<file path="config.mk">
export PLATFORM = sky130hd
export DESIGN_NAME = instr_reg_scheduler
export DESIGN_NICKNAME = d
export VERILOG_FILES = /design/src/rtl/instr_reg_scheduler.sv
export SDC_FILE = /design/constraint.sdc
export NUM_CORES = 1
export LEC_CHECK = 0
export CAP_MARGIN = 20
export CORE_UTILIZATION = 41
export DETAILED_ROUTE_END_ITERATION = 7
export PLACE_DENSITY = 0.92
export SLEW_MARGIN = 20
export SYNTH_ARGS = -nofsm -noshare
export SYNTH_HDL_FRONTEND = slang
export SYNTH_SLANG_ARGS = --single-unit
</file>
<file path="constraint.sdc">
create_clock -name clk -period 3.38 [get_ports clk]
set_input_delay 0.507 -clock clk [delete_from_list [all_inputs] [get_ports clk]]
set_output_delay 0.507 -clock clk [all_outputs]
set_load 0.02 [all_outputs]
</file>
<file path="src/rtl/instr_reg_scheduler.sv">
// instr_reg_scheduler: round-robin write arbiter and circular-queue pointer manager for instr_register
module instr_reg_scheduler #(
  parameter int NUM_REQ = 2,
  parameter int PTR_W   = 5
) (
  input  logic                 clk,
  input  logic                 reset_n,
  input  logic [NUM_REQ-1:0]   req_valid,
  output logic [NUM_REQ-1:0]   req_ready,
  input  logic [NUM_REQ*32-1:0] req_operand_a,
  input  logic [NUM_REQ*32-1:0] req_operand_b,
  input  logic [NUM_REQ*4-1:0] req_opcode,
  output logic                 load_en,
  output logic [31:0]          operand_a,
  output logic [31:0]          operand_b,
  output logic [3:0]           opcode,
  output logic [PTR_W-1:0]     write_pointer,
  output logic [PTR_W-1:0]     read_pointer,
  output logic                 rd_valid,
  input  logic                 rd_ready,
  output logic [PTR_W:0]       count,
  output logic                 full,
  output logic                 empty
);
  localparam int DEPTH = 2 ** PTR_W;
  localparam int RW = (NUM_REQ > 1) ? $clog2(NUM_REQ) : 1;
  logic [RW-1:0]      rr, gidx;
  logic [NUM_REQ-1:0] gnt;
  logic               found, xfer, pop;
  logic [PTR_W:0]     stored;
  logic [PTR_W-1:0]   wptr, rptr;
  assign req_ready     = gnt;
  assign xfer          = |gnt;
  assign rd_valid      = stored != '0;
  assign pop           = rd_valid & rd_ready;
  assign full          = count == (PTR_W+1)'(DEPTH);
  assign empty         = count == '0;
  assign write_pointer = wptr;
  assign read_pointer  = rptr;
  // round-robin search starting at rr; full counts the in-flight entry so no unread slot is overwritten
  always_comb begin
    gnt   = '0;
    gidx  = '0;
    found = 1'b0;
    for (int j = 0; j < NUM_REQ; j++) begin
      if (!found && req_valid[RW'((int'(rr) + j) % NUM_REQ)]) begin
        found = 1'b1;
        gidx  = RW'((int'(rr) + j) % NUM_REQ);
      end
    end
    if (found && reset_n && !full) gnt[gidx] = 1'b1;
  end
  // winner register, pointers and occupancy; wptr advances as each registered load is issued
  always_ff @(posedge clk) begin
    if (!reset_n) begin
      load_en   <= 1'b0;
      operand_a <= '0;
      operand_b <= '0;
      opcode    <= '0;
      rr        <= '0;
      wptr      <= '0;
      rptr      <= '0;
      count     <= '0;
      stored    <= '0;
    end else begin
      load_en <= xfer;
      if (xfer) begin
        operand_a <= req_operand_a[32*gidx +: 32];
        operand_b <= req_operand_b[32*gidx +: 32];
        opcode    <= req_opcode[4*gidx +: 4];
        rr        <= RW'((int'(gidx) + 1) % NUM_REQ);
      end
      if (load_en) wptr <= wptr + PTR_W'(1);
      if (pop) rptr <= rptr + PTR_W'(1);
      count  <= count + (PTR_W+1)'(xfer) - (PTR_W+1)'(pop);
      stored <= stored + (PTR_W+1)'(load_en) - (PTR_W+1)'(pop);
    end
  end
endmodule
</file>
==> metrics.txt <==
Die Y-Extent=about 110 um; crit path time final=approximately 2.7 ns; top layer in use=met4; share of post-route cells with drive strength above 1=11.89%; DP HPWL=9964 um; initial antenna violation count=0; measured slew at the worst slew-check pin=0.8152 ns; final core occ=between 60% and 70%; setup repair bufs after CTS=0; setup violators final=0; CP Data Required Time=3.59 ns; CTS resizes=0; top cells by area, synth=dfxtp_1 38%, a311oi_2 16%, nand3_1 7.6%; worst skew pair latency=~0.33 ns; status=complete, no violations; Slew Viols, Final=0; Port Buf Inserts=229; die area=approximately 12000 um^2; pin count of the biggest net entering global routing=138; max incr delay on CP=approximately 0.4 ns; synthesized area per cell=roughly 8.9 um^2; CP endpoint kind=register; Synth Instances=roughly 540; Post-Syn Nets=698; slowest CP cell=fa_1; fin nets=roughly 900; CP most frequent cell=inv_1; Seq/Total Area, Yosys=between 30% and 40%; Synth Register Bits=between 90 and 100; Distinct cells, synth=40; placed inst area=between 7000 and 8000 um^2; First-pass DRT Iterations=4; CTS root buffer=clkbuf_16; Critical Path Start Type=register; Die Width=between 100 and 150 um; # H-tree levels=3; vias=slightly below 5k; Max Fanout on Critical Path=5; Setup Skew=between 0.008 and 0.009 ns; met3 wire len=approximately 960 um; first-pass GRT wire length=approximately 21000 um; Finished Cell Area=7398 um^2; CP Cell Sequence=inv_1, ha_1, nand4bb_1, nand2_1, inv_1, ha_1, inv_1, ha_1, inv_1, fa_1, nand2b_1, a21oi_1, o21a_1, nor3_1; n_diodes=0; TritonCTS Sinks=92; drt drc=0; TritonCTS clock tree=built; Top FF cell, synth=dfxtp_1; Max Cap Viol=0; share of Yosys cell area claimed by the top area cell type=38.45%; met2 routed WL=7167 um; RSZ-0062 raised after global routing=no; final antenna-violating net count=0; num ports=between 200 and 250; wire per inst=roughly 16 um; period utilization=between 80% and 90%; core area=about 11000 um^2; total wire length=roughly 14000 um; cell taking the most area after synthesis=dfxtp_1; top-count cell post-synth=dfxtp_1; Iter 0 DRT Violations=between 400 and 500; Reg clk slew, reported paths=0.06 ns; vias per std cell=roughly 5.5; achievable frequency=around 370 MHz; GRT overflow=0; FP Rows=39; Hold-fix buffers, CTS=0; Critical Path AT=just under 3 ns; vias in the first global route=roughly 4.3k; crit path kind=register to register; setup TNS=0 ns; Static Leakage=2.739 nW; M1 WL=5815 um; pwr/cell area=between 600 and 700 nW/um^2; CTS Buf Count=9; Starting Density=around two fifths; Synth Cell Area=4790 um^2; synth cell count leaders=92 x dfxtp_1, 74 x nor2_1, 73 x nand2_1, 73 x nand3_1, 50 x a311oi_2; Tot GR Track Use=21.73%; Peak supply drop=approximately 0.52 mV; worst hold path type=register to register; Ys Warns=0; Placer Congestion=~0.80; ys async rst share=0%; area delta synth->final=54.47%; Max-slew headroom=45.65%; number of synthesized flops with an enable pin=0; deepest clock path buffer count=2; Final Hold Vio Count=0
logic make-up after synthesis:
group / Yosys count / synth area share, %
AOI/OAI and AO/OA: 87 / 21.50
and+or+nand+nor: 252 / 24.01
muxes: 1 / 0.2090
buffers and inverters: 71 / 7.837
DFF: 92 / 38.45
adders and majority gates: 21 / 5.799
xor gates and xnor gates: 12 / 2.195
per-stage QoR:
step | power [mW] | worst slack [ns] | std cells | hold WS (ns)
final | 4.526 | 0.6569 | 883 | 0.4986
after global routing | 4.782 | 0.4483 | 883 | 0.5288
after CTS | 4.544 | 0.6631 | 883 | 0.5007
after detailed placement | 3.355 | 0.4377 | 867 | 0.4913
after global placement | 3.242 | 0.5250 | 867 | 0.4732
after floorplan | 2.648 | 0.4555 | 536 | 0.5551
sequential cells by signal (all words and copies together) (netlist names):
register / flops
count: 6
opcode: 4
stored: 6
load_en: 1
write_pointer: 5
read_pointer: 5
operand_a: 32
rr: 1
operand_b: 32
report_power, final:
part           internal (mW)  leakage, nW  switching [mW]
logic                  0.894         1.81            1.02
clock network          0.763        0.173           0.418
registers               1.27        0.759           0.155
cell usage in the layout, fill, tap and decap left out, types with 3 or more instances in the layout:
cell type        count
a21oi_1              7
a311oi_1            19
a311oi_2            50
buf_4                5
bufinv_16            3
clkbuf_16            9
clkdlybuf4s50_1    228
dfxtp_1             91
ha_1                19
inv_1               22
nand2_1             73
nand3_1             73
nand4_1              3
nor2_1              74
nor2_2              10
nor3_1               4
nor4_1               3
o21ai_0              3
xnor2_1              3
xor2_1               9
layout make-up:
cell class	instances	area [um^2]
clock buffer	12	256.5
clock inverter	4	95.09
fill	900	4020
inverter	23	87.58
multi-input combinational	373	2572
sequential	92	1843
tap	143	178.9
timing repair buffer	236	2365
critical path, delay by kind of cell, from the launching register on:
kind / cells / cell delay [ns]
compound gates: 2 / 0.35
fa+ha+maj: 4 / 0.98
buf+inv: 4 / 0.27
simple gates: 4 / 0.68
flops: 1 / 0.32
routing by layer:
layer | track usage [%] | vias up
li1 | - | 2294
met1 | 26.09 | 2325
met2 | 38.13 | 201
met3 | 3.762 | 29
met4 | 9.048 | 0
met5 | 0 | -
worst paths after layout:
kind | depth (start not counted) | startpoint | slack [ns] | to
worst max-delay path | 14 | stored[2] | 0.66 | stored[4]
worst min-delay path | 2 | read_pointer[4] | 0.50 | read_pointer[4]
worst max register to register | 14 | stored[2] | 0.66 | stored[4]
worst min register to register | 2 | read_pointer[4] | 0.50 | read_pointer[4]
No activity file was read; power rests on OpenSTA's default activity.
